**src/rtl/rv_exit_monitor.sv**
```systemverilog
// rtl/rv_exit_monitor.sv - multi-hart end-of-program monitor: exit capture, ecall counts, watchdog, drain/done
module rv_exit_monitor #(
    parameter int NHART     = 1,
    parameter int EXIT_CODE = 93,
    parameter int DRAIN_CYC = 5,
    parameter int CW        = 32,
    parameter int ECW       = 16
) (
    input  logic                  cclk,
    input  logic                  reset,
    input  logic [NHART-1:0]      ir_valid,
    input  logic [32*NHART-1:0]   ir,
    input  logic [32*NHART-1:0]   sysno,
    input  logic [32*NHART-1:0]   arg0,
    input  logic [CW-1:0]         timeout_lim,
    output logic [NHART-1:0]      exited,
    output logic [32*NHART-1:0]   exit_code,
    output logic [ECW*NHART-1:0]  ecall_cnt,
    output logic [CW-1:0]         cycles,
    output logic                  busy,
    output logic                  done,
    output logic                  timeout,
    output logic                  fail
);

    localparam logic [1:0] S_RUN   = 2'd0;
    localparam logic [1:0] S_DRAIN = 2'd1;
    localparam logic [1:0] S_DONE  = 2'd2;

    localparam int DW = (DRAIN_CYC < 1) ? 1 : $clog2(DRAIN_CYC + 1);
    localparam logic [DW-1:0] DRAIN_INIT = DW'(DRAIN_CYC);

    localparam logic [31:0] ECALL_WORD = 32'h0000_0073;
    localparam logic [31:0] EXIT_NUM   = 32'(EXIT_CODE);

    logic [1:0]    r_state;
    logic [DW-1:0] r_drain;
    logic [CW-1:0] r_cycles;
    logic          r_timeout;
    logic          w_in_run;
    logic          w_all_exited;
    logic          w_wdog_hit;

    assign w_in_run = (r_state == S_RUN);

    genvar g;
    generate
        for (g = 0; g < NHART; g++) begin : g_hart
            logic           r_ex;
            logic [31:0]    r_code;
            logic [ECW-1:0] r_cnt;
            logic           w_ecall;
            logic           w_is_exit;

            assign w_ecall   = ir_valid[g] && (ir[32*g +: 32] == ECALL_WORD);
            assign w_is_exit = (sysno[32*g +: 32] == EXIT_NUM);

            // Once a hart has exited, or the monitor has left RUN, its ecalls are ignored.
            always_ff @(posedge cclk or posedge reset) begin
                if (reset) begin
                    r_ex   <= 1'b0;
                    r_code <= 32'd0;
                    r_cnt  <= '0;
                end else if (w_in_run && !r_ex && w_ecall) begin
                    if (w_is_exit) begin
                        r_ex   <= 1'b1;
                        r_code <= arg0[32*g +: 32];
                    end else if (r_cnt != {ECW{1'b1}}) begin
                        r_cnt <= r_cnt + 1'b1;
                    end
                end
            end

            assign exited[g]              = r_ex;
            assign exit_code[32*g +: 32]  = r_code;
            assign ecall_cnt[ECW*g +: ECW] = r_cnt;
        end
    endgenerate

    assign w_all_exited = &exited;
    assign w_wdog_hit   = (timeout_lim != '0) && (r_cycles >= timeout_lim);

    // Exit has priority over the watchdog; cycles hold on the edge that leaves RUN.
    always_ff @(posedge cclk or posedge reset) begin
        if (reset) begin
            r_state   <= S_RUN;
            r_drain   <= '0;
            r_cycles  <= '0;
            r_timeout <= 1'b0;
        end else begin
            case (r_state)
                S_RUN: begin
                    if (w_all_exited) begin
                        r_state <= S_DRAIN;
                        r_drain <= DRAIN_INIT;
                    end else if (w_wdog_hit) begin
                        r_timeout <= 1'b1;
                        r_state   <= S_DRAIN;
                        r_drain   <= DRAIN_INIT;
                    end else if (r_cycles != {CW{1'b1}}) begin
                        r_cycles <= r_cycles + 1'b1;
                    end
                end
                S_DRAIN: begin
                    if (r_drain == '0) begin
                        r_state <= S_DONE;
                    end else begin
                        r_drain <= r_drain - 1'b1;
                    end
                end
                default: r_state <= S_DONE;
            endcase
        end
    end

    assign cycles  = r_cycles;
    assign busy    = w_in_run;
    assign done    = (r_state == S_DONE);
    assign timeout = r_timeout;
    assign fail    = done && (r_timeout || (|exit_code));

endmodule

```
**config.mk**
```make
export PLATFORM = sky130hd
export DESIGN_NAME = rv_exit_monitor
export DESIGN_NICKNAME = d
export VERILOG_FILES = /design/src/rtl/rv_exit_monitor.sv
export SDC_FILE = /design/constraint.sdc
export NUM_CORES = 1
export LEC_CHECK = 0
export CORE_MARGIN = 4
export CORE_UTILIZATION = 45
export DETAILED_ROUTE_END_ITERATION = 16
export PLACE_DENSITY = 0.95
export SLEW_MARGIN = 25
export SYNTH_ARGS = -nofsm -noshare
export SYNTH_HDL_FRONTEND = slang
export SYNTH_SLANG_ARGS = --single-unit
```
**constraint.sdc**
```tcl
create_clock -name cclk -period 8.15 [get_ports cclk]
set_input_delay 1.63 -clock cclk [delete_from_list [all_inputs] [get_ports cclk]]
set_output_delay 1.63 -clock cclk [all_outputs]
set_load 0.02 [all_outputs]
```
Word-level counts from Yosys, hierarchy flattened
Index checks and enable logic that the tools add are counted.
Widths: inputs -> output; s select.

operators by class
  magnitude comparators = 1
  divide/modulo/power cells = 0
  $add $sub $neg = 3
  reduce and logical (&&, ||, !) cells = 18
  $mul = 0
  shifts and indexed selects = 0
  equal/unequal tests = 9
  muxes and demuxes = 8
  bitwise operators = 3

operators with widths
  cell                   count
  $eq 32x7->1 const B    2
  $add 32x1->32 const B  1
  $ge 32x32->1           1
  $ne 32x32->1 const B   1
  $reduce_bool 32->1     1
  $reduce_or 32->1       1
  $add 16x1->16 const B  1
  $ne 16x16->1 const B   1
  $mux 3                 3
  $reduce_and 3->1       3
  $mux 2                 3
  $pmux 3 s2             1
  $logic_and 1x1->1      5
  $ne 2x2->1 const B     2
  $pmux 2 s2             1
  $reduce_and 2->1       2
  $reduce_and 4->1       1
  $logic_not 3->1        1
  $ne 3x1->1 const B     1
  $not 1->1              3
  $sub 3x1->3 const B    1
  $eq 2x1->1 const B     1
  $eq 2x2->1 const B     1
  $logic_not 2->1        1
  3 further kinds        3

storage, ports and cells
  latch bits = 0
  bits in writable memories = 0
  memories kept = 0
  logic and storage cells = 49
  memory bits (read-only) = 0
  input port bits = 131
  output and inout bits = 85
  register bits = 87

Logic depth before layout (Yosys ltp)
  word-level depth = 5
  mapped depth = 10
  mapped depth without buffers = 9

Worst setup path after synthesis
Ideal clock, no wire load.

  path kind = input -> register
  start = input port timeout_lim[0]
  end = register r_cycles[4], in the netlist cycles[4]
  setup time = 0.132 ns
  buffers on the path = 1
  setup slack = 4.449 ns
  required time = 8.018 ns
  arrival = 3.568 ns
  stages = 9
  cell sequence = ha_1 -> nand2b_1 -> a2111o_1 -> a31oi_1 -> a311oi_1 -> nor3_2 -> buf_2 -> nand4_1 -> xnor2_1

on the way
  word-level cells in the longest chain between the ends = 4
  elaborated cells on any way between the ends = 5
  those cells by class = 1 x order compare; 1 x bitwise; 3 x reduce/logical

RTL lines
  element                                             line  text
  start, declared                                     15    input logic [CW-1:0] timeout_lim,
  $ge 32x32->1 or $reduce_bool 32->1 (tied branches)  81    assign w_wdog_hit = (timeout_lim != '0) && (r_cycles >= timeout_lim);
  $logic_and 1x1->1 *                                 81
  $not 1->1 (no line) *                               --
  $reduce_and 4->1 (no line) *                        --
  end signal, assigned                                101   r_cycles <= r_cycles + 1'b1;
  end, declared                                       38    logic [CW-1:0] r_cycles;

Every way passes the cells marked *; elsewhere a longest branch is shown, timed or not.
A chain may end at the register's enable or synchronous reset.

Worst setup path after layout
  start = register g_hart[0].r_code[11], in the netlist exit_code[11]
  end = output port fail

on the way
  word-level cells in the longest chain between the ends = 3

RTL lines
  element                 line  text
  start, declared         50    logic [31:0] r_code;
  start signal, assigned  67    r_code <= arg0[32*g +: 32];
  $reduce_or 32->1        120   assign fail = done && (r_timeout || (|exit_code));
  $logic_or 1x1->1        120
  $logic_and 1x1->1       120
  end, declared           23    output logic fail

No other way between the ends.

==> reports/qor.yml <==
grt_overflow: 0
area_growth_pct: 51.40
layout_min_cycle_time_ns: 3.855
fin_hold_ws_ns: 0.4971
synth-edff-count: 0
status: "finished clean"
hold_depth: 1
final_cell_mix: "clkdlybuf4s50_1 (215), dfrtp_1 (87), inv_1 (39), ha_1 (36), xnor2_1 (35)"
post_cts_buffers: 0
antenna_found_initial: 0
yosys.area_share.simple: 0.2181
clock-sinks: 87
end_kind: "primary output"
cp_max_fo: 3
postSynthNetCount: 635
r2r.worst_path.cells: 8
dieWidth_um: 112.4
cts_buffers: 9
ir_worst_vdd_mv: 0.08509
clock_skew_ns: 0.01266
drc: 0
htreeDepth: 3
io_pins: 216
yosys-mux-area-fraction: 0.07806
cts-hold-fix-buffers: 0
rr_startpoint: "cycles[1]$_DFFE_PP0P_"
cts_buffer_depth: 2
holdPathEnd: "ecall_cnt[6]$_DFFE_PP0P_"
yosys.area_share.adder: 0.09184
clock_latency_ns: 0.37
setup.worst_path.class: "reg -> out"
fin_setup_tns_ns: 0
synth_seq_area_share: 0.4439
fillers: 736
avgSynthCellArea_um2: 10.48
wl_per_cell_um: 18.36
cap_violations: 0
dpl.hpwl_um: 12350
critPathLaunchType: "flip-flop"
numPortBuffers: 215
synthXorXnorAreaFrac: 0.08214
worst_pin_slew_ns: 0.7946
nets: 857
die_height_um: 112.4
total_leakage_power_nw: 3.298
power.total_mw: 1.118
max_clock_freq_mhz: 259.4
rsz0062_at_grt: "no"
crit_required_ns: 6.52
synth-warning-count: 0
antenna_cells: 0
via_count: 4579
rows: 37
async_flop_share: 1.000
synth_compound_area_frac: 0.04796
dieArea_um2: 12630
gp_congestion: 0.9060
cts_tree: "built"
routed_wl_um: 15250
grt_usage: 0.2430
r2r_end: "cycles[1]$_DFFE_PP0P_"
cts-root-buf: "clkbuf_8"
drt_iter0_markers: 189
slew_violations: 0
min_path_type: "reg -> reg"
coreArea_um2: 10460
layout-drive-gt1-share: 0.09784
start_util: 0.4688
layout_commonest_cell: "clkdlybuf4s50_1"
viasPerCell: 5.510
ctsResizeCount: 0
synth_ff_type: "dfrtp_1"
path_clk_slew_ns: 0.09
synth_seq_cells: 87
setup_viol: 0
regToRegSetupSlack_ns: 5.51
grt_max_degree: 88
slew-limit-headroom: 0.4703
synth_top_family_by_area: "simple AND/OR/NAND/NOR gates"
syn_inst: 468
antenna_left: 0
worstHoldStart: "ecall_cnt[6]$_DFFE_PP0P_"
arrival_ns: 2.23
p_per_area_nw_per_um2: 150.5
ys_types: 47
grt_pass1_vias: 5004
finalHoldViolCount: 0
syn_area_um2: 4905
first_pass_iters: 5
grt_first_pass_wirelength_um: 24660
final.period_utilization: 0.4730
## cells in the mapped netlist (all sizes together) (11+ instances only)
library cell,count,area (um^2)
a21oi,12,60.06
and3,12,75.07
dfrtp,87,2177
ha,36,450.4
inv,40,150.1
mux2,34,382.9
nand2,28,105.1
nand3,23,115.1
nand4,26,168.9
nor2,24,107.6
nor4,32,200.2
xnor2,35,306.5
xor2,11,96.34
## state kept, by name, indices dropped and copies added, names as in the netlist
| register | count |
|---|---|
| exit_code | 32 |
| cycles | 32 |
| exited | 1 |
| r_state | 2 |
| ecall_cnt | 16 |
| r_drain | 3 |
| timeout | 1 |
## layer usage
layer | vias up | part of all wire | global-route usage
met3 | 36 | 0.069 | 0.06792
li1 | 2146 | - | -
met2 | 193 | 0.52 | 0.4450
met5 | - | 0 | 0
met4 | 0 | 0.029 | 0.09295
met1 | 2204 | 0.38 | 0.2656
## layout make-up
class                           count  area (um^2)  share of cell area
Clock buffer                       11        151.4             0.02039
Clock inverter                      5        56.30            0.007582
Inverter                           40        151.4             0.02039
Multi-Input combinational cell    334         2541              0.3422
Sequential cell                    87         2177              0.2932
Tap cell                          136        170.2             0.02291
Timing Repair Buffer              218         2178              0.2933
## through the flow
stage                     instances  utilization  setup slack, ns  instance area (um^2)
final                           831       0.7098            4.295                  7426
after detailed placement        815       0.6895            3.922                  7214
after global routing            831       0.7098            4.120                  7426
after floorplan                 468            -            4.270                  4905
after CTS                       831       0.7094            4.298                  7422
after global placement          815       0.6895            4.002                  7214
## critical path, stage by stage, from the launching register on
cell,delay [ns]
dfrtp_1,0.41
nor4_1,0.48
nand4_1,0.15
o31a_1,0.26
clkdlybuf4s50_1,0.55
## how the worst max path moves through the flow
stage                                  end  slack [ns]  cells past startpoint                      start
floorplan            cycles[0]$_DFFE_PP0P_        4.27                      1                      reset
global placement     cycles[1]$_DFFE_PP0P_        4.00                     10            timeout_lim[15]
detailed placement  cycles[26]$_DFFE_PP0P_        3.92                     10            timeout_lim[27]
CTS                                   fail        4.30                      4  exit_code[11]$_DFFE_PP0P_
global route        cycles[30]$_DFFE_PP0P_        4.12                     10            timeout_lim[19]
finish                                fail        4.29                      4  exit_code[11]$_DFFE_PP0P_
## where the power goes
part / leakage, nW / internal (mW) / total, mW / switching (mW)
registers: 1.16 / 0.456 / 0.497 / 0.0412
logic: 2.03 / 0.161 / 0.305 / 0.144
clock network: 0.105 / 0.158 / 0.315 / 0.158
## cells by family (layout without fill, tap and decap cells)
kind of cell | after synthesis | after routing
adder cells (fa/ha/maj) | 36 | 36
buffers and inverters | 47 | 274
flip-flops | 87 | 87
AND/OR/NAND/NOR | 182 | 182
XOR/XNOR | 46 | 46
AO/OA/AOI/OAI | 36 | 36
multiplexers | 34 | 34
Power figures use the tool's default switching activity.
